===== config.mk =====
export PLATFORM = sky130hd
export DESIGN_NAME = reg_bank_arbiter
export DESIGN_NICKNAME = d
export VERILOG_FILES = /design/src/rtl/reg_bank_arbiter_pkg.sv /design/src/rtl/reg_bank_arbiter_ctrl_import.sv /design/src/rtl/reg_bank_arbiter.sv
export SDC_FILE = /design/constraint.sdc
export NUM_CORES = 1
export LEC_CHECK = 0
export ABC_AREA = 1
export CAP_MARGIN = 15
export CELL_PAD_IN_SITES_DETAIL_PLACEMENT = 1
export CELL_PAD_IN_SITES_GLOBAL_PLACEMENT = 2
export CORE_ASPECT_RATIO = 0.9
export CORE_MARGIN = 2
export CORE_UTILIZATION = 30
export CTS_CLUSTER_SIZE = 10
export DETAILED_ROUTE_END_ITERATION = 10
export GPL_ROUTABILITY_DRIVEN = 0
export PLACE_DENSITY = 0.73
export SLEW_MARGIN = 30
export SYNTH_ARGS = -nofsm -noshare
export SYNTH_HDL_FRONTEND = slang
export SYNTH_HIERARCHICAL = 1
export SYNTH_SLANG_ARGS = --single-unit

===== constraint.sdc =====
create_clock -name i_clk -period 2.49 [get_ports i_clk]
set_input_delay 0.6225 -clock i_clk [delete_from_list [all_inputs] [get_ports i_clk]]
set_output_delay 0.6225 -clock i_clk [all_outputs]
set_load 0.01 [all_outputs]

===== src/rtl/reg_bank_arbiter_pkg.sv =====
// reg_bank_arbiter_pkg
// Shared types for the fabric-side I2C register-map owner.
//   bus08_t     : one byte of register data
//   regAddr_t   : byte-wide register-map address seen by fabric requesters
//   arbState_t  : arbiter FSM states, one access walks IDLE->ARB->ACCESS->RESP
package reg_bank_arbiter_pkg;

    typedef logic [7:0] bus08_t;
    typedef logic [7:0] regAddr_t;

    typedef enum logic [1:0] {
        IDLE   = 2'd0,
        ARB    = 2'd1,
        ACCESS = 2'd2,
        RESP   = 2'd3
    } arbState_t;

endpackage


===== src/rtl/reg_bank_arbiter_ctrl_import.sv =====
// ctrl_import_sync
// Imports one SCL-domain control register into the clk domain. The byte is
// double-flopped, then a counter tracks how many consecutive synced samples
// were identical. Only a value that has been stable long enough and differs
// from the current shadow is committed, with a one-cycle update strobe.
// Ports:
//   i_clk, i_rst_n : system clock, asynchronous active-low reset
//   i_async        : raw writeReg byte from the slave (asynchronous)
//   o_ctrl         : committed shadow value
//   o_update       : one-cycle pulse in the cycle after a commit edge
module ctrl_import_sync
    import reg_bank_arbiter_pkg::*;
#(
    parameter int STABLE_CYC = 3
) (
    input  logic   i_clk,
    input  logic   i_rst_n,
    input  bus08_t i_async,
    output bus08_t o_ctrl,
    output logic   o_update
);

    localparam int            CW      = $clog2(STABLE_CYC + 1);
    localparam logic [CW-1:0] CNT_MAX = CW'(STABLE_CYC - 1);

    bus08_t        r_sync1;
    bus08_t        r_sync2;
    bus08_t        r_prev;
    bus08_t        r_ctrl;
    logic [CW-1:0] r_cnt;
    logic          r_update;
    logic [CW-1:0] w_cntNext;
    logic          w_same;
    logic          w_commit;

    // Any change between consecutive synced samples restarts the count, so
    // a torn multi-bit transfer never survives long enough to commit.
    always_comb begin
        w_same    = (r_sync2 == r_prev);
        w_cntNext = '0;
        if (w_same) begin
            w_cntNext = (r_cnt == CNT_MAX) ? r_cnt : r_cnt + 1'b1;
        end
        w_commit = w_same && (w_cntNext == CNT_MAX) && (r_sync2 != r_ctrl);
    end

    always_ff @(posedge i_clk or negedge i_rst_n) begin
        if (!i_rst_n) begin
            r_sync1  <= '0;
            r_sync2  <= '0;
            r_prev   <= '0;
            r_ctrl   <= '0;
            r_cnt    <= '0;
            r_update <= 1'b0;
        end else begin
            r_sync1  <= i_async;
            r_sync2  <= r_sync1;
            r_prev   <= r_sync2;
            r_cnt    <= w_cntNext;
            r_update <= w_commit;
            if (w_commit) begin
                r_ctrl <= r_sync2;
            end
        end
    end

    assign o_ctrl   = r_ctrl;
    assign o_update = r_update;

endmodule


===== src/rtl/reg_bank_arbiter.sv =====
// reg_bank_arbiter
// Owns the I2C slave register map on the fabric side. NUM_REQ requesters are
// arbitrated round-robin onto a status bank (R/W, drives the slave readReg)
// and a read-only control shadow imported from the slave writeReg.
// Address map: 0..NUM_REGS-1 status, NUM_REGS..2*NUM_REGS-1 control.
// Ports:
//   i_clk, i_rst_n                         : clock, asynchronous active-low reset
//   i_req/i_reqWr/i_reqAddr/i_reqWdata     : per-requester level request + op
//   o_gnt/o_rspValid/o_rspRdata/o_rspErr   : one-hot grant with response
//   i_i2cWrReg                             : slave writeReg (SCL domain)
//   o_rdReg                                : status bank to slave readReg
//   o_ctrlReg/o_ctrlUpdate                 : committed control shadow + strobes
module reg_bank_arbiter
    import reg_bank_arbiter_pkg::*;
#(
    parameter int NUM_REQ    = 4,
    parameter int NUM_REGS   = 15,
    parameter int STABLE_CYC = 3
) (
    input  logic                    i_clk,
    input  logic                    i_rst_n,
    input  logic [NUM_REQ-1:0]      i_req,
    input  logic [NUM_REQ-1:0]      i_reqWr,
    input  regAddr_t [NUM_REQ-1:0]  i_reqAddr,
    input  bus08_t [NUM_REQ-1:0]    i_reqWdata,
    output logic [NUM_REQ-1:0]      o_gnt,
    output logic                    o_rspValid,
    output bus08_t                  o_rspRdata,
    output logic                    o_rspErr,
    input  bus08_t [NUM_REGS-1:0]   i_i2cWrReg,
    output bus08_t [NUM_REGS-1:0]   o_rdReg,
    output bus08_t [NUM_REGS-1:0]   o_ctrlReg,
    output logic [NUM_REGS-1:0]     o_ctrlUpdate
);

    localparam int IW        = $clog2(NUM_REQ);
    localparam int CTRL_BASE = NUM_REGS;

    arbState_t             r_state;
    arbState_t             w_nextState;
    logic [IW-1:0]         r_rrPtr;
    logic [IW-1:0]         r_winIdx;
    logic                  r_wr;
    regAddr_t              r_addr;
    bus08_t                r_wdata;
    bus08_t [NUM_REGS-1:0] r_rdReg;
    bus08_t                r_rspRdata;
    logic                  r_rspErr;

    logic                  w_hiFound;
    logic                  w_loFound;
    logic [IW-1:0]         w_hiIdx;
    logic [IW-1:0]         w_loIdx;
    logic [IW-1:0]         w_winIdx;
    logic                  w_inStatus;
    logic                  w_inCtrl;
    logic                  w_err;
    bus08_t                w_statusRd;
    bus08_t                w_ctrlRd;
    bus08_t                w_rdata;
    bus08_t [NUM_REGS-1:0] w_ctrlReg;

    // One synchronizer/stability filter per control register.
    for (genvar g = 0; g < NUM_REGS; g++) begin : g_ctrlImport
        ctrl_import_sync #(
            .STABLE_CYC (STABLE_CYC)
        ) u_ctrlImport (
            .i_clk    (i_clk),
            .i_rst_n  (i_rst_n),
            .i_async  (i_i2cWrReg[g]),
            .o_ctrl   (w_ctrlReg[g]),
            .o_update (o_ctrlUpdate[g])
        );
    end

    // Round-robin pick: the lowest requester at or above the pointer wins,
    // otherwise wrap to the lowest requester overall.
    always_comb begin
        w_hiFound = 1'b0;
        w_loFound = 1'b0;
        w_hiIdx   = '0;
        w_loIdx   = '0;
        for (int i = NUM_REQ - 1; i >= 0; i--) begin
            if (i_req[i]) begin
                w_loFound = 1'b1;
                w_loIdx   = IW'(i);
                if (IW'(i) >= r_rrPtr) begin
                    w_hiFound = 1'b1;
                    w_hiIdx   = IW'(i);
                end
            end
        end
        w_winIdx = w_hiFound ? w_hiIdx : w_loIdx;
    end

    // Decode of the latched access; the read returns the control shadow as
    // registered before any commit on the same edge.
    always_comb begin
        w_inStatus = (r_addr < regAddr_t'(NUM_REGS));
        w_inCtrl   = !w_inStatus && (r_addr < regAddr_t'(2 * NUM_REGS));
        w_err      = !(w_inStatus || w_inCtrl) || (r_wr && w_inCtrl);
        w_statusRd = '0;
        w_ctrlRd   = '0;
        for (int i = 0; i < NUM_REGS; i++) begin
            if (r_addr == regAddr_t'(i)) begin
                w_statusRd = r_rdReg[i];
            end
            if (r_addr == regAddr_t'(CTRL_BASE + i)) begin
                w_ctrlRd = w_ctrlReg[i];
            end
        end
        if (w_err || r_wr) begin
            w_rdata = '0;
        end else begin
            w_rdata = w_inStatus ? w_statusRd : w_ctrlRd;
        end
    end

    // FSM state register.
    always_ff @(posedge i_clk or negedge i_rst_n) begin
        if (!i_rst_n) begin
            r_state <= IDLE;
        end else begin
            r_state <= w_nextState;
        end
    end

    // FSM next state; a requester that drops out before ARB evaluates
    // leaves nothing to grant and the FSM falls back to IDLE.
    always_comb begin
        w_nextState = r_state;
        unique case (r_state)
            IDLE:    w_nextState = (|i_req) ? ARB : IDLE;
            ARB:     w_nextState = w_loFound ? ACCESS : IDLE;
            ACCESS:  w_nextState = RESP;
            RESP:    w_nextState = IDLE;
            default: w_nextState = IDLE;
        endcase
    end

    // FSM outputs: grant and response exist only during RESP.
    always_comb begin
        o_gnt      = '0;
        o_rspValid = 1'b0;
        o_rspRdata = '0;
        o_rspErr   = 1'b0;
        if (r_state == RESP) begin
            o_gnt[r_winIdx] = 1'b1;
            o_rspValid      = 1'b1;
            o_rspRdata      = r_rspRdata;
            o_rspErr        = r_rspErr;
        end
    end

    // Datapath: latch the winner, perform the access, advance the pointer.
    always_ff @(posedge i_clk or negedge i_rst_n) begin
        if (!i_rst_n) begin
            r_rrPtr    <= '0;
            r_winIdx   <= '0;
            r_wr       <= 1'b0;
            r_addr     <= '0;
            r_wdata    <= '0;
            r_rdReg    <= '0;
            r_rspRdata <= '0;
            r_rspErr   <= 1'b0;
        end else begin
            if (r_state == ARB && w_loFound) begin
                r_winIdx <= w_winIdx;
                r_wr     <= i_reqWr[w_winIdx];
                r_addr   <= i_reqAddr[w_winIdx];
                r_wdata  <= i_reqWdata[w_winIdx];
            end
            if (r_state == ACCESS) begin
                r_rspRdata <= w_rdata;
                r_rspErr   <= w_err;
                for (int i = 0; i < NUM_REGS; i++) begin
                    if (r_wr && r_addr == regAddr_t'(i)) begin
                        r_rdReg[i] <= r_wdata;
                    end
                end
            end
            if (r_state == RESP) begin
                r_rrPtr <= (r_winIdx == IW'(NUM_REQ - 1)) ? '0 : r_winIdx + 1'b1;
            end
        end
    end

    assign o_rdReg   = r_rdReg;
    assign o_ctrlReg = w_ctrlReg;

endmodule


==> results of run 1 <==
-- cell families (layout without fill, tap and decap cells) --
group / after synthesis / after routing
AND/OR/NAND/NOR: 1827 / 1827
flip-flops: 677 / 677
buffers and inverters: 508 / 1154
AO/OA/AOI/OAI: 227 / 227
XOR/XNOR: 150 / 150
adder cells (fa/ha/maj): 19 / 19
other: 0 / 8
-- worst paths after layout --
check	startpoint	to	slack [ns]	depth (start not counted)
hold reg to reg	g_ctrlImport[0].u_ctrlImport/r_sync1[7]	g_ctrlImport[0].u_ctrlImport/r_sync2[7]	0.34	0
setup reg to reg	r_addr[3]	r_rspRdata[3]	0.11	14
setup / recovery	g_ctrlImport[9].u_ctrlImport/o_ctrl[5]	o_ctrlReg[77]	0.06	1
min in group asynchronous	i_rst_n	o_rdReg[43]	0.48	2
hold / removal	g_ctrlImport[0].u_ctrlImport/r_sync1[7]	g_ctrlImport[0].u_ctrlImport/r_sync2[7]	0.34	0
max in group asynchronous	i_rst_n	g_ctrlImport[9].u_ctrlImport/o_ctrl[7]	1.15	4
-- repair_timing --
item,in CTS,in global routing
setup buffers,4,6
hold endpoints to repair,23,0
endpoints found under the setup margin,37,27
gates resized for setup,79,47
pin swaps,1,23
hold buffers,1,0
-- cell usage after synthesis (31+ instances only) --
cell type  count  area share, %
a21oi_1       43           0.70
nand2_1     1197             15
nor2_8        31            2.0
nor2_1       162            2.0
nand2_4       60            2.2
nand2_2       34           0.69
nand4_1      153            3.1
xnor2_1      105            3.0
clkbuf_1      35           0.43
nor2_4        36            1.3
o21ai_0      157            2.5
nand3_1       41           0.67
inv_1        421            5.1
xor2_1        45            1.3
dfrtp_1      677             55
-- sequential cells by signal, summed over array words and instances, names as in the netlist, named ones only --
name                                flops
r_winIdx                                2
r_state                                 1
r_rspRdata                              8
r_wr                                    1
g_ctrlImport.u_ctrlImport/o_update     15
g_ctrlImport.u_ctrlImport/r_prev      120
r_rrPtr                                 2
g_ctrlImport.u_ctrlImport/r_cnt        30
r_wdata                                 8
g_ctrlImport.u_ctrlImport/r_sync2     120
g_ctrlImport.u_ctrlImport/r_sync1     120
g_ctrlImport.u_ctrlImport/o_ctrl      120
r_addr                                  8
r_rspErr                                1
o_rdReg                               120
-- metrics by stage --
step | utilization, % | TNS [ns] | instance area [sq um] | setup WS [ns]
5_1_grt | 39.8 | -0.443 | 40600 | -0.102
6_report | 39.8 | 0 | 40600 | 0.0600
3_3_place_gp | 37.1 | -3.29 | 37800 | -0.238
4_1_cts | 39.7 | -0.0376 | 40400 | -0.0345
2_1_floorplan | - | 0 | 30800 | 0.555
3_5_place_dp | 37.1 | -4.85 | 37800 | -0.345
-- power groups by stage --
| stage | Combinational [mW] | Clock, mW | Sequential, mW |
|---|---|---|---|
| after floorplan | 2.47 | 0 | 12.7 |
| final | 5.55 | 11.3 | 12.7 |
| after detailed placement | 5.34 | 0 | 12.8 |
| after global placement | 5.29 | 0 | 12.8 |
| after global routing | 6.11 | 12.1 | 12.8 |
| after CTS | 5.50 | 11.7 | 12.7 |
-- routing by layer --
metal / GRT usage, % / part of all wire, % / vias up
met2: 33.8 / 46 / 514
li1: - / - / 11800
met4: 6.64 / 3.0 / 42
met5: 0 / 0.23 / -
met1: 28.2 / 44 / 12300
met3: 6.52 / 6.8 / 199
-- layout make-up --
type	count	area, sq um	share of cell area (%)
Antenna cell	8	20.0	0.0493
Inverter	465	1780	4.37
Sequential cell	677	17000	41.8
Clock inverter	16	134	0.330
Clock buffer	110	2320	5.72
Tap cell	1356	1700	4.18
Timing Repair Buffer	563	5560	13.7
Multi-Input combinational cell	2223	12100	29.8
==> flow_summary.json, run 1 <==
{
  "status": "completed",
  "cp_slowest_cell": "clkdlybuf4s50_1",
  "fin_skew_ns": 0.0265,
  "dp_cells": 5273,
  "ir_drop_mv": 0.505,
  "critPathKind": "reg2out",
  "fin_cells": 5418,
  "drt_pass1_iterations": 5,
  "synth_cell_types": 40,
  "synth_cells": 3408,
  "first_global_vias": 25800,
  "cts_tree": "yes",
  "yosys_warnings": 6,
  "row_count": 111,
  "initial_core_util_pct": 30.2,
  "num_vias": 24900,
  "drv_slew": 0,
  "grt_pass1_wl_um": 168000,
  "leakage_nw": 20.0,
  "synth_edf_count": 0,
  "cts_sinks": 677,
  "hold_viol_final": 0,
  "track_usage_pct": 21.5,
  "synth_xor_xnor_area_share_pct": 4.26,
  "die_h_um": 308,
  "port_buffers": 462,
  "routedWlPerCell_um": 20.8,
  "intPower_mw": 20.5,
  "antenna_found_initial": 32,
  "clockPowerShare_pct": 38.3,
  "fin_crit_ns": 2.43,
  "relSlewSlack_pct": 40.3,
  "worst_ep_arrival_time_ns": 1.81,
  "drv_cap": 0,
  "powerDensity_mw_per_mm2": 728,
  "cp_top_family": "buffers and inverters",
  "ios": 463,
  "synth_simple_gate_area_share_pct": 29.8,
  "final_common_cell": "nand2_1",
  "max_freq_mhz": 412,
  "final_cell_mix": "nand2_1 (1185), dfrtp_1 (653), clkdlybuf4s50_1 (445)",
  "layout-drive-gt1-share_pct": 14.3,
  "grt_overflow_total": 0,
  "ant_nets": 0,
  "critPathMaxFanout": 5,
  "setup_viol": 0,
  "cts.clk_slew.worst_paths_ns": 0.06,
  "cts_htree_levels": 3,
  "period_share_pct": 97.6,
  "synth-adder-area-share_pct": 0.771,
  "hold-worst-slack_ns": 0.336,
  "synth_compound_area_share_pct": 3.94,
  "critPathCaptureType": "primary output",
  "core_area_sq_mm": 0.102,
  "routed_wl_um": 113000,
  "insertion_delay_ns": 0.65,
  "rsz0062_at_grt": "true",
  "area_growth_pct": 31.6,
  "p_sw_share_pct": 30.4,
  "max_stage_delay_ns": 0.61,
  "hpwlAfterDp_um": 87500,
  "synthMuxAreaShare_pct": 0,
  "viasPerCell": 4.59,
  "max_slew.worst_pin.slew_ns": 0.895,
  "dr.first_iter.drc_count": 1172,
  "synth_fp_nets": 3621,
  "cts_buffers": 84,
  "drc": 0,
  "comb_power_share_pct": 18.8,
  "avgSynthCellArea_sq_um": 9.05,
  "hold_class": "reg2reg",
  "grt_max_degree": 77,
  "nFillCells": 11700,
  "power_switching_mw": 8.99,
  "synth-seq-cells": 677,
  "ys_async_sr_fraction_pct": 100,
  "worst_ep_required_time_ns": 1.87,
  "synth_ff_type": "dfrtp_1",
  "fp.dieArea_sq_mm": 0.105,
  "ys_seq_area_share_pct": 54.9,
  "cp_cell_sequence": "clkdlybuf4s50_1",
  "cp_num_buf_inv": 1,
  "cts_buffer_depth": 3,
  "seqPwrFrac_pct": 42.9,
  "synth_top_family_by_area": "simple AND/OR/NAND/NOR gates",
  "p_total_mw": 29.5,
  "syn_area_sq_mm": 0.0308,
  "final_net_count": 4227,
  "critPathLaunchType": "register",
  "die_x_um": 342,
  "root_buffer": "clkbuf_16"
}
Power figures use the tool's default switching activity.
==> run 2: changes to the inputs <==
REMOVE_ABC_BUFFERS = 1   (was unset)
SYNTH_HIERARCHICAL = unset   (was 1)
==> run 2 against run 1 <==
  * Via count down 17%
  * Clock-buffer cell count down 6
  * Synthesized cell count down 22%
  * Critical path depth up 16
==> flow_summary.json, run 2 <==
{
  "drv_cap": 0,
  "die_x_um": 318,
  "yosys_warnings": 0,
  "diodes": 0,
  "synth.most_common_cell": "nand2_1",
  "antenna_found_initial": 2,
  "netlist_top_cells_area": "dfrtp_1 (64%), nand2_1 (11%), xnor2_1 (5.2%)",
  "r2r_slack_ns": 0.09,
  "power_switching_mw": 8.23,
  "dp_cells": 4301,
  "final_net_count": 3477,
  "area_growth_pct": 36.8,
  "ios": 463,
  "fin_skew_ns": 0.0235,
  "fp.dieArea_sq_mm": 0.0913,
  "max_slew.worst_pin.slew_ns": 0.771,
  "hpwlAfterDp_um": 74200,
  "r2r-end": "r_rspRdata[2]",
  "setup_viol": 0,
  "cp_slowest_cell": "dfrtp_2",
  "drv_slew": 0,
  "busiest_layer": "met2",
  "synth-seq-cells": 677,
  "leakage_nw": 16.5,
  "seqPwrFrac_pct": 43.7,
  "insertion_delay_ns": 0.63,
  "use_met2_pct": 35.9,
  "setup_ws_ns": 0.0920,
  "ir_drop_mv": 0.403,
  "worst_ep_arrival_time_ns": 2.92,
  "cts_htree_levels": 3,
  "pre_cts_ws_ns": -0.546,
  "critPathLaunchType": "register",
  "intPower_mw": 20.1,
  "initial_core_util_pct": 30.3,
  "grt.met1_usage_pct": 27.1,
  "reg2reg_from": "r_addr[1]",
  "ff2ff_path_depth": 17,
  "grt_pass1_wl_um": 145000,
  "status": "completed",
  "clockPowerShare_pct": 37.7,
  "synthTopCellsByCount": "nand2_1 (793), dfrtp_1 (677), inv_1 (208)",
  "viasPerCell": 4.64,
  "cts_sinks": 677,
  "synthDominantCellAreaShare_pct": 63.5,
  "synth_cell_types": 41,
  "routedWlPerCell_um": 21.6,
  "die_h_um": 287,
  "critPathKind": "reg2reg",
  "drt_pass1_iterations": 5,
  "yosysTopAreaCell": "dfrtp_1",
  "max_freq_mhz": 417,
  "cts_buffers": 81,
  "period_share_pct": 96.3,
  "hold_class": "reg2reg",
  "max_stage_delay_ns": 0.49,
  "p_total_mw": 28.4,
  "ant_nets": 0,
  "root_buffer": "clkbuf_16",
  "drc": 0,
  "fin_crit_ns": 2.40,
  "cts_tree": "yes",
  "p_sw_share_pct": 29.0,
  "routed_wl_um": 96200,
  "setup.worst_path.end": "r_rspRdata[2]",
  "fin_cells": 4447,
  "syn_area_sq_mm": 0.0267,
  "crit_start": "r_addr[1]",
  "critPathMaxFanout": 8,
  "hold_viol_final": 0,
  "powerDensity_mw_per_mm2": 778,
  "comb_power_share_pct": 18.7,
  "ys_async_sr_fraction_pct": 100,
  "cts_buffer_depth": 3,
  "layout-drive-gt1-share_pct": 13.2,
  "core_area_sq_mm": 0.0879,
  "port_buffers": 462,
  "ys_seq_area_share_pct": 63.5,
  "synth_cells": 2645,
  "use_met3_pct": 4.14,
  "critPathCaptureType": "register",
  "num_vias": 20600,
  "relSlewSlack_pct": 48.5,
  "track_usage_pct": 21.1,
  "final_cell_mix": "nand2_1 (740), dfrtp_1 (672), clkdlybuf4s50_1 (447)",
  "synth_ff_type": "dfrtp_1",
  "rsz0062_at_grt": "true",
  "grt_overflow_total": 0,
  "nFillCells": 9787,
  "final_common_cell": "nand2_1",
  "avgSynthCellArea_sq_um": 10.1,
  "cp_cell_sequence": "buf_6 -> nand2_4 -> nor2_4 -> buf_6 -> nand2_8 -> buf_12 -> nor2_4 -> nor2_4 -> nand4_1 -> nor2_2 -> nand3_1 -> nand2_2 -> nand2_2 -> nand2_2 -> nand3b_1 -> nand3_1 -> nand2_1",
  "row_count": 103,
  "dr.first_iter.drc_count": 1151,
  "worst_ep_required_time_ns": 3.02,
  "cts.clk_slew.worst_paths_ns": 0.06,
  "first_global_vias": 22700,
  "synth_edf_count": 0,
  "grt_max_degree": 87
}
==> run 2: changes by cell type after synthesis, sizes merged, moves of 33 or more <==
cell	before	now
nor2	256	174
xnor2	105	159
nand2	1291	802
o21ai	157	190
inv	447	216
nand4	168	65
==> run 2: how the worst min path moves through the flow <==
stage	cells after the start	endpoint	startpoint	slack, ns
6_report	0	g_ctrlImport[4].u_ctrlImport.r_sync2[2]	g_ctrlImport[4].u_ctrlImport.r_sync1[2]	0.34
3_3_place_gp	0	g_ctrlImport[5].u_ctrlImport.r_sync2[1]	g_ctrlImport[5].u_ctrlImport.r_sync1[1]	0.33
3_5_place_dp	0	g_ctrlImport[12].u_ctrlImport.r_sync2[7]	g_ctrlImport[12].u_ctrlImport.r_sync1[7]	0.34
5_1_grt	0	g_ctrlImport[2].u_ctrlImport.r_sync2[7]	g_ctrlImport[2].u_ctrlImport.r_sync1[7]	0.35
2_1_floorplan	0	async pin	i_rst_n	0.33
4_1_cts	0	g_ctrlImport[11].u_ctrlImport.r_sync2[7]	g_ctrlImport[11].u_ctrlImport.r_sync1[7]	0.34
==> run 2: cell families (layout without fill, tap and decap cells) <==
group           Yosys count  after routing  share of synthesized area, %
simple gates           1187           1187                          18.9
flops                   677            677                          63.5
buf+inv                 291            938                          4.42
compound gates          254            254                          5.17
xor+xnor                217            217                          7.13
fa+ha+maj                19             19                         0.892
==> run 2: final cells by class <==
type                    instances  area (sq um)  area share [%]
multi-input cells            1677          9040            24.8
inverters                     226           860            2.36
clock buffers                 104          2240            6.13
clock inverters                 7          52.6           0.144
well taps                    1155          1450            3.96
flip-flops and latches        677         16900            46.5
repair buffers                601          5900            16.2
==> run 2: per-stage QoR <==
stage                     area (sq um)  setup TNS, ns  hold slack [ns]  utilization (%)
after detailed placement         33400          -5.25            0.336             38.0
after global routing             36500         -0.281            0.350             41.5
final                            36500              0            0.344             41.5
after floorplan                  26300              0            0.327                -
after CTS                        36100         -0.134            0.342             41.1
after global placement           33400          -5.37            0.335             38.0
==> run 2: timing repair <==
item,CTS,global route
endpoints found under the hold margin,18,0
resized for setup,104,84
hold buffers,1,0
setup endpoints to repair,22,12
pin swaps,35,69
setup buffers,16,20
==> run 2: power groups by stage <==
stage | clock (mW) | combinational [mW] | sequential, mW
2_1_floorplan | 0 | 1.82 | 12.4
3_3_place_gp | 0 | 4.70 | 12.5
3_5_place_dp | 0 | 4.81 | 12.6
4_1_cts | 11.0 | 5.10 | 12.4
5_1_grt | 11.4 | 5.77 | 12.5
6_report | 10.7 | 5.30 | 12.4
==> run 2: per-layer routing <==
layer,vias to the layer above,routed length (um)
li1,9567,-
met1,10500,41700
met2,419,47300
met3,136,4330
met4,0,2780
met5,-,0
==> run 2: worst max-delay path, delay by kind of cell (launching register included) <==
kind                   cells  cell delay (ns)
buffers and inverters      3             0.40
flip-flops                 1             0.49
AND/OR/NAND/NOR           14             1.40
==> run 3: changes to the inputs <==
PLACE_DENSITY = 0.76   (was 0.73)
clock period = 2 ns   (was 2.49 ns; I/O delays follow)
==> run 3 against run 2 <==
  * The run now ends with setup timing left
  * Largest cell class unchanged
  * Worst hold slack lost 0.047 ns
  * Combinational power up 62%
  * Register-to-register slack worse by 0.68 ns
  * Sequential cell count unchanged
  * Maximum frequency is 7.3% lower
  * Critical path type unchanged
==> flow_summary.json, run 3 (synthesis gave the netlist of run 2 again) <==
{
  "hold-worst-slack_ns": 0.298,
  "viasPerCell": 4.69,
  "max_stage_delay_ns": 0.44,
  "drt_pass1_iterations": 4,
  "fp.dieArea_sq_mm": 0.0913,
  "die_h_um": 287,
  "crit_cells": 16,
  "pre_cts_ws_ns": -0.961,
  "worst_ep_required_time_ns": 2.52,
  "grt_max_degree": 81,
  "status": "finished with violations",
  "routed.top_layer": "met5",
  "final_cell_mix": "nand2_1 (735), dfrtp_1 (609), buf_4 (256)",
  "hold_viol_final": 0,
  "grt_overflow_total": 0,
  "die_x_um": 318,
  "antenna_found_initial": 5,
  "critPathLaunchType": "register",
  "setup_viol": 39,
  "max_slew.worst_pin.slew_ns": 0.732,
  "setup_ws_ns": -0.586,
  "ant_nets": 0,
  "relSlewSlack_pct": 51.2,
  "p_sw_share_pct": 29.8,
  "row_count": 103,
  "worst_ep_arrival_time_ns": 3.11,
  "cts_tree": "yes",
  "critPathCaptureType": "register",
  "drc": 0,
  "design_area_sq_mm": 0.0388,
  "cp_cell_sequence": "buf_6 -> buf_6 -> nand2_2 -> buf_6 -> buf_4 -> nor3_4 -> nand2_2 -> nand3_4 -> nor2_4 -> nand4_1 -> nor2_2 -> nand4_1 -> nand2_2 -> nand4_1 -> nand3_1 -> nand2_1",
  "intPower_mw": 26.4,
  "hpwlAfterDp_um": 75500,
  "ir_drop_mv": 0.711,
  "final_net_count": 3677,
  "critPathKind": "reg2reg",
  "drv_cap": 0,
  "port_buffers": 462,
  "area_growth_pct": 45.5,
  "root_buffer": "clkbuf_16",
  "cts.clk_slew.worst_paths_ns": 0.05,
  "max_freq_mhz": 387,
  "met2_length_um": 49100,
  "fin_crit_ns": 2.59,
  "cp_top_family": "simple AND/OR/NAND/NOR gates",
  "dp_cells": 4439,
  "track_usage_pct": 21.7,
  "cp_num_buf_inv": 4,
  "final_common_cell": "nand2_1",
  "dr.first_iter.drc_count": 1063,
  "fin_cells": 4651,
  "routed_wl_um": 101000,
  "core_area_sq_mm": 0.0879,
  "cp_slowest_cell": "dfrtp_2",
  "rsz0062_at_grt": "true",
  "comb_power_share_pct": 22.8,
  "powerDensity_mw_per_mm2": 969,
  "wl_met1_um": 42400,
  "seqPwrFrac_pct": 40.9,
  "cts_sinks": 677,
  "drv_slew": 0,
  "power_switching_mw": 11.2,
  "met3WireLength_um": 5700,
  "routedWlPerCell_um": 21.8,
  "critPathMaxFanout": 3,
  "first_global_vias": 23900,
  "initial_core_util_pct": 30.3,
  "clockPowerShare_pct": 36.3,
  "period_share_pct": 129,
  "leakage_nw": 18.7,
  "ff2ff_path_depth": 16,
  "placed_area_sq_mm": 0.0345,
  "cts_htree_levels": 3,
  "cts_buffer_depth": 3,
  "layout-drive-gt1-share_pct": 23.5,
  "insertion_delay_ns": 0.64,
  "num_vias": 21800,
  "hold_class": "in2reg",
  "fin_skew_ns": 0.0288,
  "cts_buffers": 81,
  "grt_pass1_wl_um": 149000,
  "violations": "setup timing",
  "whs_path_depth": 1,
  "ios": 463
}
-- run 3: cell count changes in the layout (fill, tap and decap cells not counted), moves of 11 or more --
| cell | previous run | this run |
|---|---|---|
| clkdlybuf4s50_1 | 447 | 192 |
| dlygate4sd2_1 | 12 | 209 |
| buf_4 | 109 | 256 |
| dfrtp_1 | 672 | 609 |
| dfrtp_2 | 5 | 68 |
| buf_6 | 13 | 55 |
| clkdlybuf4s15_1 | 0 | 32 |
| nor2_1 | 127 | 97 |
| nor2_4 | 22 | 47 |
| inv_1 | 200 | 183 |
| buf_12 | 15 | 29 |
| inv_2 | 12 | 26 |
| clkbuf_2 | 1 | 13 |
| o21ai_0 | 172 | 161 |
-- run 3: final timing paths --
check / from / endpoint / slack (ns)
min in group asynchronous: i_rst_n / g_ctrlImport[0].u_ctrlImport.r_prev[4] / 0.34
worst max-delay path: r_addr[1] / r_rspRdata[3] / -0.59
worst min register to register: g_ctrlImport[11].u_ctrlImport.r_sync1[4] / g_ctrlImport[11].u_ctrlImport.r_sync2[4] / 0.34
worst min-delay path: i_i2cWrReg[41] / g_ctrlImport[5].u_ctrlImport.r_sync1[1] / 0.30
max in group asynchronous: i_rst_n / g_ctrlImport[12].u_ctrlImport.r_sync2[6] / 0.81
worst max register to register: r_addr[1] / r_rspRdata[3] / -0.59
-- run 3: worst register-to-register path, stage by stage (launching register included) --
cell,delay [ns]
dfrtp_2,0.44
buf_6,0.13
buf_6,0.11
nand2_2,0.08
buf_6,0.11
buf_4,0.11
nor3_4,0.05
nand2_2,0.11
nand3_4,0.12
nor2_4,0.14
nand4_1,0.17
nor2_2,0.18
nand4_1,0.21
nand2_2,0.16
nand4_1,0.16
nand3_1,0.12
nand2_1,0.05
-- run 3: routing by layer --
| metal | track usage [%] | vias up |
|---|---|---|
| met5 | 0 | - |
| met4 | 8.47 | 6 |
| met3 | 5.64 | 195 |
| met2 | 36.0 | 554 |
| met1 | 27.0 | 11100 |
| li1 | - | 9990 |
-- run 3: cell type report --
class	instances	area (sq um)
antenna	2	5.00
clock buffer	103	2200
clock inverter	10	170
fill	9756	49100
inverter	226	922
multi-input combinational	1678	9550
sequential	677	17000
tap	1155	1450
timing repair buffer	795	7420
timing repair inverter	5	50.0
-- run 3: power groups by stage --
stage	combinational (mW)	sequential (mW)	clock, mW
after floorplan	2.26	15.5	0
after global placement	6.30	15.5	0
after detailed placement	6.46	15.6	0
after CTS	7.02	15.4	14.0
after global routing	9.14	15.5	14.6
final	8.56	15.4	13.7
-- run 3: stage by stage --
stage / total power, mW / util [%] / TNS (ns)
4_1_cts: 36.4 / 42.7 / -6.63
6_report: 37.6 / 44.1 / -6.95
5_1_grt: 39.2 / 44.1 / -10.56
3_3_place_gp: 21.8 / 39.3 / -18.18
2_1_floorplan: 17.8 / - / -3.37
3_5_place_dp: 22.0 / 39.3 / -19.49
-- run 3: what timing repair did --
item,4_1_cts,5_1_grt
gates cloned,2,8
endpoints found under the hold margin,29,0
hold buffers,1,0
gates resized for setup,527,294
pin swaps,36,93
setup buffers,46,49
setup endpoints to repair,312,220
